File: config.mk
export PLATFORM = sky130hd
export DESIGN_NAME = bsw_seq_streamer
export DESIGN_NICKNAME = d
export VERILOG_FILES = /design/src/rtl/bsw_pkg.sv /design/src/rtl/bsw_seq_buf.sv /design/src/rtl/bsw_seq_streamer.sv
export SDC_FILE = /design/constraint.sdc
export NUM_CORES = 2
export LEC_CHECK = 0
export CAP_MARGIN = 15
export CORE_MARGIN = 5
export CORE_UTILIZATION = 55
export CTS_CLUSTER_SIZE = 24
export DETAILED_ROUTE_END_ITERATION = 12
export DONT_BUFFER_PORTS = 1
export PLACE_DENSITY = 0.7
export SLEW_MARGIN = 20
export SYNTH_ARGS = -nofsm -noshare
export SYNTH_HDL_FRONTEND = slang
export SYNTH_SLANG_ARGS = --single-unit
File: constraint.sdc
create_clock -name clk -period 3.2 [get_ports clk]
set_input_delay 0.32 -clock clk [delete_from_list [all_inputs] [get_ports clk]]
set_output_delay 0.32 -clock clk [all_outputs]
set_load 0.05 [all_outputs]
File: src/rtl/bsw_pkg.sv
// bsw_pkg: shared types and defaults for the banded Smith-Waterman
// stimulus/result engine.
package bsw_pkg;

    typedef logic [1:0] nt_t;

    localparam nt_t NT_A = 2'd0;
    localparam nt_t NT_C = 2'd1;
    localparam nt_t NT_G = 2'd2;
    localparam nt_t NT_T = 2'd3;

    localparam int BSW_LEN     = 256;
    localparam int BSW_SCORE_W = 12;
    localparam int BSW_TIMEOUT = 4096;

    typedef enum logic [1:0] {
        ST_IDLE,
        ST_STREAM,
        ST_WAIT
    } state_t;

endpackage

File: src/rtl/bsw_seq_buf.sv
// bsw_seq_buf: query/reference base storage, one write and one read port.
// Packs S and T into one 4-bit word; contents are never reset.
module bsw_seq_buf
    import bsw_pkg::*;
#(
    parameter int LEN = BSW_LEN,
    parameter int AW  = $clog2(LEN)
) (
    input  logic          clk,
    input  logic          wr_en,
    input  logic [AW-1:0] wr_addr,
    input  nt_t           wr_s,
    input  nt_t           wr_t,
    input  logic [AW-1:0] rd_addr,
    output nt_t           rd_s,
    output nt_t           rd_t
);

    logic [3:0] mem [LEN];

    always_ff @(posedge clk) begin
        if (wr_en) begin
            mem[wr_addr] <= {wr_s, wr_t};
        end
    end

    assign {rd_s, rd_t} = mem[rd_addr];

endmodule

File: src/rtl/bsw_seq_streamer.sv
// bsw_seq_streamer: streams a stored S/T pair into BSW and captures max.
// Optional BSW_STREAM_CHECK_EN adds exp_max compare with pass/fail flags.
module bsw_seq_streamer
    import bsw_pkg::*;
#(
    parameter int LEN     = BSW_LEN,
    parameter int AW      = $clog2(LEN),
    parameter int SCORE_W = BSW_SCORE_W,
    parameter int TIMEOUT = BSW_TIMEOUT
) (
    input  logic               clk,
    input  logic               reset,
    input  logic               wr_en,
    input  logic [AW-1:0]      wr_addr,
    input  nt_t                wr_s,
    input  nt_t                wr_t,
    input  logic               start,
    output logic               busy,
    output logic               i_valid,
    output nt_t                data_s,
    output nt_t                data_t,
    input  logic               finish,
    input  logic [SCORE_W-1:0] max,
`ifdef BSW_STREAM_CHECK_EN
    input  logic [SCORE_W-1:0] exp_max,
    output logic               pass,
    output logic               fail,
`endif
    output logic [SCORE_W-1:0] result,
    output logic               done,
    output logic               timeout
);

    localparam int WDW = $clog2(TIMEOUT);
    localparam logic [AW:0]    CNT_END = (AW+1)'(LEN);
    localparam logic [WDW-1:0] WD_END  = WDW'(TIMEOUT - 1);

    state_t             state, state_nxt;
    logic [AW:0]        cnt, cnt_nxt;
    logic [WDW-1:0]     wd, wd_nxt;
    logic               busy_nxt, vld_nxt, done_nxt, tmo_nxt;
    nt_t                ds_nxt, dt_nxt, rd_s, rd_t;
    logic [SCORE_W-1:0] result_nxt;
    logic [AW-1:0]      rd_addr;
`ifdef BSW_STREAM_CHECK_EN
    logic               pass_nxt, fail_nxt;
`endif

    // Buffers are frozen for the whole run; base 0 is read while idle
    assign rd_addr = (state == ST_STREAM) ? cnt[AW-1:0] : '0;

    bsw_seq_buf #(
        .LEN (LEN),
        .AW  (AW)
    ) u_buf (
        .clk     (clk),
        .wr_en   (wr_en && (state == ST_IDLE)),
        .wr_addr (wr_addr),
        .wr_s    (wr_s),
        .wr_t    (wr_t),
        .rd_addr (rd_addr),
        .rd_s    (rd_s),
        .rd_t    (rd_t)
    );

    always_ff @(posedge clk or negedge reset) begin
        if (!reset) begin
            state   <= ST_IDLE;
            cnt     <= '0;
            wd      <= '0;
            busy    <= 1'b0;
            i_valid <= 1'b0;
            data_s  <= NT_A;
            data_t  <= NT_A;
            result  <= '0;
            done    <= 1'b0;
            timeout <= 1'b0;
`ifdef BSW_STREAM_CHECK_EN
            pass    <= 1'b0;
            fail    <= 1'b0;
`endif
        end else begin
            state   <= state_nxt;
            cnt     <= cnt_nxt;
            wd      <= wd_nxt;
            busy    <= busy_nxt;
            i_valid <= vld_nxt;
            data_s  <= ds_nxt;
            data_t  <= dt_nxt;
            result  <= result_nxt;
            done    <= done_nxt;
            timeout <= tmo_nxt;
`ifdef BSW_STREAM_CHECK_EN
            pass    <= pass_nxt;
            fail    <= fail_nxt;
`endif
        end
    end

    always_comb begin
        state_nxt  = state;
        cnt_nxt    = cnt;
        wd_nxt     = wd;
        busy_nxt   = busy;
        vld_nxt    = i_valid;
        ds_nxt     = data_s;
        dt_nxt     = data_t;
        result_nxt = result;
        done_nxt   = done;
        tmo_nxt    = timeout;
`ifdef BSW_STREAM_CHECK_EN
        pass_nxt   = pass;
        fail_nxt   = fail;
`endif
        unique case (state)
            ST_IDLE: begin
                if (start) begin
                    state_nxt = ST_STREAM;
                    busy_nxt  = 1'b1;
                    vld_nxt   = 1'b1;
                    ds_nxt    = rd_s;
                    dt_nxt    = rd_t;
                    cnt_nxt   = (AW+1)'(1);
                    done_nxt  = 1'b0;
                    tmo_nxt   = 1'b0;
`ifdef BSW_STREAM_CHECK_EN
                    pass_nxt  = 1'b0;
                    fail_nxt  = 1'b0;
`endif
                end
            end
            ST_STREAM: begin
                if (cnt == CNT_END) begin
                    state_nxt = ST_WAIT;
                    vld_nxt   = 1'b0;
                    ds_nxt    = NT_A;
                    dt_nxt    = NT_A;
                    wd_nxt    = '0;
                end else begin
                    ds_nxt  = rd_s;
                    dt_nxt  = rd_t;
                    cnt_nxt = cnt + 1'b1;
                end
            end
            ST_WAIT: begin
                // finish takes priority over a watchdog expiry in the same cycle
                if (finish) begin
                    state_nxt  = ST_IDLE;
                    result_nxt = max;
                    done_nxt   = 1'b1;
                    busy_nxt   = 1'b0;
`ifdef BSW_STREAM_CHECK_EN
                    pass_nxt   = (max == exp_max);
                    fail_nxt   = (max != exp_max);
`endif
                end else if (wd == WD_END) begin
                    state_nxt = ST_IDLE;
                    tmo_nxt   = 1'b1;
                    busy_nxt  = 1'b0;
`ifdef BSW_STREAM_CHECK_EN
                    fail_nxt  = 1'b1;
`endif
                end else begin
                    wd_nxt = wd + 1'b1;
                end
            end
            default: state_nxt = ST_IDLE;
        endcase
    end

endmodule

==> results_dict.tcl <==
set metrics [dict create \
    seq_area_frac_synth_pct 71.9 \
    netlist-cell-type-count 89 \
    drc 0 \
    cts_buffers 107 \
    die_height_microns 294 \
    critPathRequiredTime_ps 3750 \
    num_rows 104 \
    cts_tree "yes" \
    final_cell_area_sq_um 49800 \
    cp_slowest_cell "dfrtp_4" \
    grt_overflow 0 \
    p_leak_nw 16.3 \
    critPathCaptureType "flip-flop" \
    utilization_pct 62.1 \
    setup_ws_ps -29.1 \
    holdBufCountCts 18 \
    drtAntennaViolNets 0 \
    nNetsFinal 3111 \
    grt_max_degree 257 \
    cts_sinks 1067 \
    synth_ff_type "edfxtp_1" \
    track_usage_pct 30.3 \
    root_buffer "clkbuf_16" \
    vias_per_cell 6.81 \
    synthesis.nets 3003 \
    ys_seq_elements 1067 \
    drive_gt1_share_pct 16.2 \
    pwr_density_cell_nw_per_um2 817 \
    final_hold_viol_count 447 \
    yosysWarnings 0 \
    nFillCells 5877 \
    multi_input_area_sq_um 11200 \
    die_area_sq_um 86300 \
    slew_headroom_pct 28.1 \
    violations "negative hold slack, negative setup slack" \
    clk_transition_reported_paths_ps 60 \
    setup_viol 2 \
    wl_per_cell_microns 31.5 \
    start_util_pct 55.2 \
    cp_data_arrival_time_ps 3780 \
    synth-edff-count 1024 \
    whs_ps -196 \
    tightest_slew_ps 1080 \
    start_kind "flip-flop" \
    p_total_w 0.0406 \
    post-dp-hpwl_mm 81.7 \
    antenna_found_initial 4 \
    placed_cell_area_sq_um 46100 \
    crit_chain "buf_16 > buf_12 > buf_12 > mux2i_1 > a21oi_1 > a21oi_1 > o2111ai_2 > a31oi_2 > a211oi_2 > a221o_1" \
    max_freq_mhz 310 \
    postSynth.asyncResetShare_pct 4.03 \
    ctsHtreeMaxLevel 3 \
    fin_crit_sh_pct 101 \
    drtIter0Drc 4340 \
    ir_drop_mv 0.620 \
    port_buffers 0 \
    status "complete, but fails checks" \
    vias 28759 \
    slew_viol_final 0 \
    pin_count 49 \
    place_ws_ps -365 \
    cts_buffer_depth 3 \
    seqCellArea_sq_um 31800 \
    wl_mm 133 \
    syn_area_sq_um 44300 \
    grt_pass1_wl_mm 193 \
    cp_slowest_stage_delay_ps 530 \
    die_w_microns 294 \
    drv_cap 0 \
    area_delta_synth_final_pct 12.4 \
    finalCriticalPeriod_ps 3230 \
    syn_avg_cell_area_sq_um 14.9 \
    grt_pass1_vias 28153 \
    fp.coreArea_sq_um 80200 \
    cp_max_fo 37 \
    synth_cells 2971 \
    hp-class "input port to flip-flop" \
    clk_latency_ps 680 \
    setup_tns_ps -47.7 \
    fin_skew_ps 36.7 \
    first_pass_iters 8 \
    critical_path_class "flip-flop to flip-flop" \
    gp_congestion 0.992 \
]
## layout by cell type, fill, tap and decap left out, drive strengths merged, types with 62 or more instances in the layout
cell type  netlist  routed
clkbuf          73     140
mux2            75      75
nor2           344     344
edfxtp        1024    1024
o21ai          108     108
a21oi          156     156
o22ai           80      80
nand2          185     185
mux2i          177     177
buf            152     206
nand3           62      62
## area by class of cell
cell class / count / area share [%]
clock inverter: 48 / 0.744
timing repair buffer: 223 / 4.20
sequential: 1067 / 64.0
tap: 1060 / 2.67
inverter: 10 / 0.0754
multi-input combinational: 1670 / 22.5
antenna: 2 / 0.0101
clock buffer: 140 / 5.87
## worst max-delay path: cells and delay by family (launching register included)
kind	cells	cell delay, ps
AOI/OAI and AO/OA	6	1490
buffers and inverters	3	700
DFF	1	530
muxes	1	260
## state kept, by name, indices dropped and copies added, names as in the netlist, 2 cells and up
signal,flops
cnt,9
data_s,2
data_t,2
result,12
state,2
u_buf.mem,1024
wd,12
## logic make-up (layout without fill, tap and decap cells)
| logic type | after synthesis | after routing | synth area share (%) |
|---|---|---|---|
| compound gates | 622 | 622 | 9.40 |
| mux | 286 | 286 | 7.65 |
| simple gates | 743 | 744 | 7.48 |
| flops | 1067 | 1067 | 71.9 |
| other cells | 0 | 2 | 0 |
| buf+inv | 235 | 421 | 3.21 |
| fa+ha+maj | 3 | 3 | 0.0848 |
| xor+xnor | 15 | 15 | 0.297 |
## timing repair
| action | in CTS | in global routing |
|---|---|---|
| endpoints found under the setup margin | 4 | 9 |
| setup buffers | 0 | 3 |
| endpoints found under the hold margin | 1090 | 1024 |
| resized for setup | 8 | 18 |
| pin swaps | 0 | 1 |
| gates cloned | 1 | 0 |
## layer usage
metal	GRT usage [%]	share of wire, %	up-vias	wire length [microns]
met5	0	0.0090	-	12
met4	14.8	5.5	2	7310
met3	8.51	13	429	17400
met2	45.0	45	2171	59500
met1	41.9	37	14308	48700
li1	-	-	11849	-
## cell usage after synthesis, types with 25 or more instances
| library cell | count | share of area (%) |
|---|---|---|
| mux2i_1 | 177 | 4.0 |
| buf_2 | 75 | 0.85 |
| mux2_2 | 71 | 1.8 |
| o221ai_1 | 35 | 0.69 |
| buf_4 | 37 | 0.63 |
| nand4_1 | 25 | 0.35 |
| o21ai_0 | 100 | 1.1 |
| a21oi_1 | 156 | 1.8 |
| nor2_1 | 340 | 2.9 |
| mux4_2 | 34 | 1.7 |
| dfrtp_1 | 43 | 2.4 |
| nand2_1 | 185 | 1.6 |
| buf_6 | 27 | 0.69 |
| nand3_1 | 62 | 0.70 |
| o22ai_1 | 80 | 1.1 |
| clkbuf_1 | 73 | 0.62 |
| a221oi_1 | 33 | 0.65 |
| edfxtp_1 | 1024 | 69 |
| nor3_1 | 41 | 0.46 |
## power by group
group	switching, W	internal (W)
clock	0.00515	0.00672
sequential	0.000346	0.0154
combinational	0.00835	0.00470
total	0.0138	0.0268
## through the flow
stage          hold WS [ps]  instances
2_1_floorplan          24.4       2971
3_3_place_gp           27.0       4008
3_5_place_dp           26.8       4008
4_1_cts                -201       4215
5_1_grt                -221       4218
6_report               -196       4220
## path summary, 6_finish.rpt
kind	from	to	slack (ps)	cells after the start
min in group asynchronous	reset	data_s[0]	220	2
max in group asynchronous	reset	state[1]	2740	2
setup / recovery	cnt[0]	data_s[1]	-30	10
hold / removal	wr_s[1]	u_buf.mem[159][3]	-200	0
setup reg to reg	cnt[0]	data_s[1]	-30	10
hold reg to reg	wd[0]	wd[0]	520	1
Note: power is estimated with default switching activity, not from simulation.
